$ cat src/rtl/mc_ctrl_pkg.sv
// Shared types and encodings for the multi-cycle MIPS-subset main controller.
// The state encodings are architectural: they are exposed on the debug state port.
package mc_ctrl_pkg;

  typedef enum logic [3:0] {
    S_FETCH  = 4'd0,
    S_DECODE = 4'd1,
    S_MEMADR = 4'd2,
    S_MEMRD  = 4'd3,
    S_MEMWB  = 4'd4,
    S_MEMWR  = 4'd5,
    S_EXEC   = 4'd6,
    S_RWB    = 4'd7,
    S_BRANCH = 4'd8,
    S_JUMP   = 4'd9
  } state_e;

  localparam logic [5:0] OP_RTYPE = 6'b000000;
  localparam logic [5:0] OP_LW    = 6'b100011;
  localparam logic [5:0] OP_SW    = 6'b101011;
  localparam logic [5:0] OP_BEQ   = 6'b000100;
  localparam logic [5:0] OP_J     = 6'b000010;

  localparam logic [1:0] ALUOP_ADD   = 2'b00;
  localparam logic [1:0] ALUOP_SUB   = 2'b01;
  localparam logic [1:0] ALUOP_FUNCT = 2'b10;

  localparam logic [1:0] SRCB_B       = 2'b00;
  localparam logic [1:0] SRCB_FOUR    = 2'b01;
  localparam logic [1:0] SRCB_IMM     = 2'b10;
  localparam logic [1:0] SRCB_IMM_SH2 = 2'b11;

  localparam logic [1:0] PCSRC_ALU    = 2'b00;
  localparam logic [1:0] PCSRC_ALUOUT = 2'b01;
  localparam logic [1:0] PCSRC_JUMP   = 2'b10;

  // Full control word driven onto the shared datapath.
  typedef struct packed {
    logic       pc_en;
    logic       pc_write;
    logic       pc_write_cond;
    logic       ior_d;
    logic       mem_read;
    logic       mem_write;
    logic       ir_write;
    logic       reg_dst;
    logic       mem_to_reg;
    logic       reg_write;
    logic       alu_src_a;
    logic [1:0] alu_src_b;
    logic [1:0] alu_op;
    logic [1:0] pc_source;
    logic       instr_done;
    logic       illegal_op;
  } ctrl_t;

  function automatic logic is_supported_op(input logic [5:0] op);
    return (op == OP_RTYPE) || (op == OP_LW) || (op == OP_SW) ||
           (op == OP_BEQ)   || (op == OP_J);
  endfunction

endpackage

$ cat src/rtl/mc_ctrl_decode.sv
// Combinational map from controller state (plus memReady, opcode, zero) to the
// datapath control word. Holds no state of its own.
module mc_ctrl_decode
  import mc_ctrl_pkg::*;
(
  input  state_e     i_state,
  input  logic       i_mem_ready,
  input  logic [5:0] i_op_code,
  input  logic       i_zero,
  output ctrl_t      o_ctrl
);

  always_comb begin
    // NOTE: the whole word is cleared first so every path assigns every field; no latches.
    o_ctrl = '0;
    case (i_state)
      S_FETCH: begin
        o_ctrl.mem_read  = 1'b1;
        o_ctrl.ior_d     = 1'b0;
        o_ctrl.alu_src_a = 1'b0;
        o_ctrl.alu_src_b = SRCB_FOUR;
        o_ctrl.alu_op    = ALUOP_ADD;
        o_ctrl.pc_source = PCSRC_ALU;
        o_ctrl.ir_write  = i_mem_ready;
        o_ctrl.pc_write  = i_mem_ready;
      end
      S_DECODE: begin
        o_ctrl.alu_src_a = 1'b0;
        o_ctrl.alu_src_b = SRCB_IMM_SH2;
        o_ctrl.alu_op    = ALUOP_ADD;
        // Unsupported opcodes end the instruction right here.
        if (!is_supported_op(i_op_code)) begin
          o_ctrl.illegal_op = 1'b1;
          o_ctrl.instr_done = 1'b1;
        end
      end
      S_MEMADR: begin
        o_ctrl.alu_src_a = 1'b1;
        o_ctrl.alu_src_b = SRCB_IMM;
        o_ctrl.alu_op    = ALUOP_ADD;
      end
      S_MEMRD: begin
        o_ctrl.mem_read = 1'b1;
        o_ctrl.ior_d    = 1'b1;
      end
      S_MEMWB: begin
        o_ctrl.reg_dst    = 1'b0;
        o_ctrl.mem_to_reg = 1'b1;
        o_ctrl.reg_write  = 1'b1;
        o_ctrl.instr_done = 1'b1;
      end
      S_MEMWR: begin
        o_ctrl.mem_write  = 1'b1;
        o_ctrl.ior_d      = 1'b1;
        o_ctrl.instr_done = i_mem_ready;
      end
      S_EXEC: begin
        o_ctrl.alu_src_a = 1'b1;
        o_ctrl.alu_src_b = SRCB_B;
        o_ctrl.alu_op    = ALUOP_FUNCT;
      end
      S_RWB: begin
        o_ctrl.reg_dst    = 1'b1;
        o_ctrl.mem_to_reg = 1'b0;
        o_ctrl.reg_write  = 1'b1;
        o_ctrl.instr_done = 1'b1;
      end
      S_BRANCH: begin
        o_ctrl.alu_src_a     = 1'b1;
        o_ctrl.alu_src_b     = SRCB_B;
        o_ctrl.alu_op        = ALUOP_SUB;
        o_ctrl.pc_write_cond = 1'b1;
        o_ctrl.pc_source     = PCSRC_ALUOUT;
        o_ctrl.instr_done    = 1'b1;
      end
      S_JUMP: begin
        o_ctrl.pc_write   = 1'b1;
        o_ctrl.pc_source  = PCSRC_JUMP;
        o_ctrl.instr_done = 1'b1;
      end
      default: o_ctrl = '0;
    endcase
    o_ctrl.pc_en = o_ctrl.pc_write | (o_ctrl.pc_write_cond & i_zero);
  end

endmodule

$ cat src/rtl/mc_ctrl_fsm.sv
// Multi-cycle main controller: state register and next-state logic, with the
// control word from mc_ctrl_decode forced low while reset is held.
module mc_ctrl_fsm
  import mc_ctrl_pkg::*;
(
  input  logic       clk,
  input  logic       resetN,
  input  logic [5:0] opCode,
  input  logic       zero,
  input  logic       memReady,
  output logic       pcEn,
  output logic       pcWrite,
  output logic       pcWriteCond,
  output logic       iorD,
  output logic       memRead,
  output logic       memWrite,
  output logic       irWrite,
  output logic       regDst,
  output logic       memToReg,
  output logic       regWrite,
  output logic       aluSrcA,
  output logic [1:0] aluSrcB,
  output logic [1:0] aluOp,
  output logic [1:0] pcSource,
  output logic       instrDone,
  output logic       illegalOp,
  output logic [3:0] state
);

  state_e r_state;
  state_e w_next_state;
  ctrl_t  w_ctrl_raw;
  ctrl_t  w_ctrl;

  // NOTE: state is sequential, so it is updated only with non-blocking assignments.
  always_ff @(posedge clk or negedge resetN) begin
    if (!resetN) r_state <= S_FETCH;
    else         r_state <= w_next_state;
  end

  always_comb begin
    w_next_state = S_FETCH;
    case (r_state)
      S_FETCH:  w_next_state = memReady ? S_DECODE : S_FETCH;
      S_DECODE: begin
        case (opCode)
          OP_LW, OP_SW: w_next_state = S_MEMADR;
          OP_RTYPE:     w_next_state = S_EXEC;
          OP_BEQ:       w_next_state = S_BRANCH;
          OP_J:         w_next_state = S_JUMP;
          default:      w_next_state = S_FETCH;
        endcase
      end
      S_MEMADR: begin
        if (opCode == OP_LW)      w_next_state = S_MEMRD;
        else if (opCode == OP_SW) w_next_state = S_MEMWR;
        else                      w_next_state = S_FETCH;
      end
      S_MEMRD:  w_next_state = memReady ? S_MEMWB : S_MEMRD;
      S_MEMWB:  w_next_state = S_FETCH;
      S_MEMWR:  w_next_state = memReady ? S_FETCH : S_MEMWR;
      S_EXEC:   w_next_state = S_RWB;
      S_RWB:    w_next_state = S_FETCH;
      S_BRANCH: w_next_state = S_FETCH;
      S_JUMP:   w_next_state = S_FETCH;
      default:  w_next_state = S_FETCH;
    endcase
  end

  mc_ctrl_decode u_decode (
    .i_state     (r_state),
    .i_mem_ready (memReady),
    .i_op_code   (opCode),
    .i_zero      (zero),
    .o_ctrl      (w_ctrl_raw)
  );

  // Gate with resetN so no strobe survives the asynchronous reset, even combinationally.
  assign w_ctrl = resetN ? w_ctrl_raw : '0;

  assign pcEn        = w_ctrl.pc_en;
  assign pcWrite     = w_ctrl.pc_write;
  assign pcWriteCond = w_ctrl.pc_write_cond;
  assign iorD        = w_ctrl.ior_d;
  assign memRead     = w_ctrl.mem_read;
  assign memWrite    = w_ctrl.mem_write;
  assign irWrite     = w_ctrl.ir_write;
  assign regDst      = w_ctrl.reg_dst;
  assign memToReg    = w_ctrl.mem_to_reg;
  assign regWrite    = w_ctrl.reg_write;
  assign aluSrcA     = w_ctrl.alu_src_a;
  assign aluSrcB     = w_ctrl.alu_src_b;
  assign aluOp       = w_ctrl.alu_op;
  assign pcSource    = w_ctrl.pc_source;
  assign instrDone   = w_ctrl.instr_done;
  assign illegalOp   = w_ctrl.illegal_op;
  assign state       = r_state;

endmodule

$ cat config.mk
export PLATFORM = sky130hd
export DESIGN_NAME = mc_ctrl_fsm
export DESIGN_NICKNAME = d
export VERILOG_FILES = /design/src/rtl/mc_ctrl_pkg.sv /design/src/rtl/mc_ctrl_decode.sv /design/src/rtl/mc_ctrl_fsm.sv
export SDC_FILE = /design/constraint.sdc
export NUM_CORES = 1
export LEC_CHECK = 0
export CAP_MARGIN = 20
export CORE_MARGIN = 4
export CORE_UTILIZATION = 45
export CTS_CLUSTER_SIZE = 16
export DETAILED_ROUTE_END_ITERATION = 8
export MAX_ROUTING_LAYER = met4
export PLACE_DENSITY = 0.81
export SYNTH_ARGS = -nofsm -noshare
export SYNTH_HDL_FRONTEND = slang
export SYNTH_HIERARCHICAL = 1
export SYNTH_SLANG_ARGS = --single-unit
$ cat constraint.sdc
create_clock -name clk -period 3.8 [get_ports clk]
set_input_delay 0.76 -clock clk [delete_from_list [all_inputs] [get_ports clk]]
set_output_delay 0.76 -clock clk [all_outputs]
set_load 0.005 [all_outputs]
==> results.yml <==
outcome:
  status: "finished clean"
route:
  postRouteAntennaNets: 0
  wl_per_cell_um: 14.0
  initialDrtViolationCount: 18
  drc: 0
  dr.pass1.iters: 4
  routed_wl_mm: 2.00
  dr_total_vias: 820
  viasPerCell: 5.73
placed_design:
  place_ws_ns: 0.355
  place.port_buffers: 32
  hpwlAfterDp_mm: 1.49
  gp_congestion: 0.835
timing:
  setup_viol: 0
  worst_pin_slew_ns: 0.814
  slew_viol_final: 0
  slew-limit-headroom_pct: 45.7
  finalHoldViolCount: 0
  clock.fmax_ghz: 0.287
  rsz0062_at_grt: "false"
  setup_tns_ns: 0
  layout_min_cycle_time_ns: 3.49
  fin_ws_ns: 0.312
  fin_skew_ns: 0.00118
  fin_crit_sh_pct: 91.8
final_layout:
  drive_gt1_share_pct: 9.45
  final_common_cell: "clkdlybuf4s50_1"
  seq_area_um2: 100
  most-common-layout-cells: "clkdlybuf4s50_1, and2_1, nor3_1, nor2_1"
  multi_input_comb_area_um2: 606
  area_growth_pct: 40.8
  largest_register_ffs: 4
  num-fill-cells: 136
  num_antenna_cells: 0
  nets: 139
pwr:
  leakage_nw: 0.408
  cellPowerDensity_mw_per_mm2: 158
  peakVddDrop_v: 0.000112
floorplanning:
  num_rows: 14
  start_util_pct: 49.5
  dieArea_mm2: 0.00244
  fp.dieW_um: 49.4
  core_area_mm2: 0.00156
  dieHeight_um: 49.4
  num_io_pins: 33
yosys:
  synth.avg_cell_area_um2: 7.88
  netlist_area_um2: 772
  syn-num-nets: 108
  ys_types: 38
  ys_seq_area_share_pct: 13.0
  synth_warnings: 6
  synth_cells: 98
  synth_seq_cells: 4
global_routing:
  grt-busiest-layer: "met2"
  use_met1_pct: 19.0
  use_met3_pct: 3.06
  grt_pass1_vias: 708
  grt.total_usage_pct: 17.2
  grt_max_degree: 26
  grt_pass1_wl_mm: 3.24
  grt_use_met2_pct: 30.4
  antenna_found_initial: 0
  grt.overflow.total: 0
clock_tree:
  cts_buffers: 3
  cts_max_level: 1
  clockRootBuffer: "clkbuf_4"
  cts_resized: 0
  cts_tree: "built"
  clock_path_buffers: 2
  insertion_delay_ns: 0.23
  holdBufCountCts: 0
  clkTransAtPathRegs_ns: 0.04
  cts_sinks: 4
  cts_setup_buffers: 0
critical_path:
  crit_path_end_kind: "primary output"
  worstPathRequired_ns: 3.04
  cp-start-kind: "input pin"
  cpMostUsedCell: "clkdlybuf4s50_1"
  crit_type: "input pin to primary output"
  cpMaxStageDelayCell: "clkdlybuf4s50_1"
  path_cells: "clkdlybuf4s50_1 > a2111o_1 > a21oi_1 > o41ai_1 > and2_1 > clkdlybuf4s50_1"
  max_stage_delay_ns: 0.56
  cp_max_fo: 9
  crit_arrival_ns: 2.73
  worstRegToRegCells: 3
job:
  cap_violations: 0
min_path:
  hp-class: "input pin to async pin"
synthesized netlist by cell type (all sizes together):
cell / count / area, um2
nor3: 6 / 30.0
o31ai: 2 / 15.0
and3b: 1 / 8.76
xor2: 2 / 17.5
o41ai: 1 / 8.76
and3: 2 / 12.5
o21a: 1 / 7.51
o211ai: 3 / 27.5
a2111o: 1 / 11.3
nor4b: 5 / 68.8
buf: 6 / 51.3
nand2b: 2 / 12.5
nand4b: 2 / 17.5
nand2: 4 / 15.0
nor4bb: 1 / 10.0
nor3b: 4 / 30.0
a21oi: 3 / 15.0
clkbuf: 1 / 3.75
o22ai: 1 / 6.26
dfrtp: 4 / 100
nor2b: 4 / 25.0
or2: 1 / 6.26
xnor2: 2 / 17.5
nand4: 1 / 6.26
inv: 3 / 11.3
a311oi: 2 / 17.5
nor2: 5 / 18.8
nand3: 2 / 15.0
and2: 20 / 125
nor4: 4 / 40.0
and4b: 2 / 20.0
layer usage:
metal	vias to the layer above	part of all wire, %
met5	-	0
met4	0	0.80
met3	2	7.2
met2	31	50
met1	366	42
li1	421	-
final cells by class:
type / count / area share (%)
inverter: 3 / 1.04
multi-input combinational: 84 / 55.7
tap: 16 / 1.84
sequential: 4 / 9.21
timing repair buffer: 33 / 30.1
clock buffer: 3 / 2.07
worst max-delay path: cells and delay by family:
family	cells	cell delay [ns]
buf+inv	2	1.01
compound gates	3	0.77
simple gates	1	0.19
final timing paths:
kind,start,endpoint,slack (ns)
max reg2reg,state[0]$_DFF_PN0_,state[2]$_DFF_PN0_,2.13
max in group asynchronous,resetN,state[2]$_DFF_PN0_,2.52
min reg2reg,state[3]$_DFF_PN0_,state[0]$_DFF_PN0_,0.92
min in group clk,state[3]$_DFF_PN0_,state[0]$_DFF_PN0_,0.92
max,opCode[1],instrDone,0.31
min,resetN,state[1]$_DFF_PN0_,0.90
report_power, final:
part | switching, mW | total, mW | internal [mW]
Combinational | 0.0275 | 0.0657 | 0.0382
Sequential | 0.00928 | 0.0534 | 0.0441
Clock | 0.0170 | 0.0523 | 0.0353
logic make-up after synthesis:
group	after synthesis	share of synthesized area, %
xor+xnor	4	4.54
compound gates	14	14.1
flops	4	13.0
buf+inv	10	8.59
simple gates	66	59.8
metrics by stage:
stage	hold WS (ns)	utilization (%)	power [mW]	instance area, um2	cells
6_report	0.902	69.7	0.171	1090	143
5_1_grt	0.957	69.7	0.183	1090	143
4_1_cts	0.903	69.7	0.173	1090	143
3_5_place_dp	0.910	68.3	0.119	1060	140
3_3_place_gp	0.912	68.3	0.117	1060	140
2_1_floorplan	0.464	-	0.0845	772	98
Power figures use the tool's default switching activity.
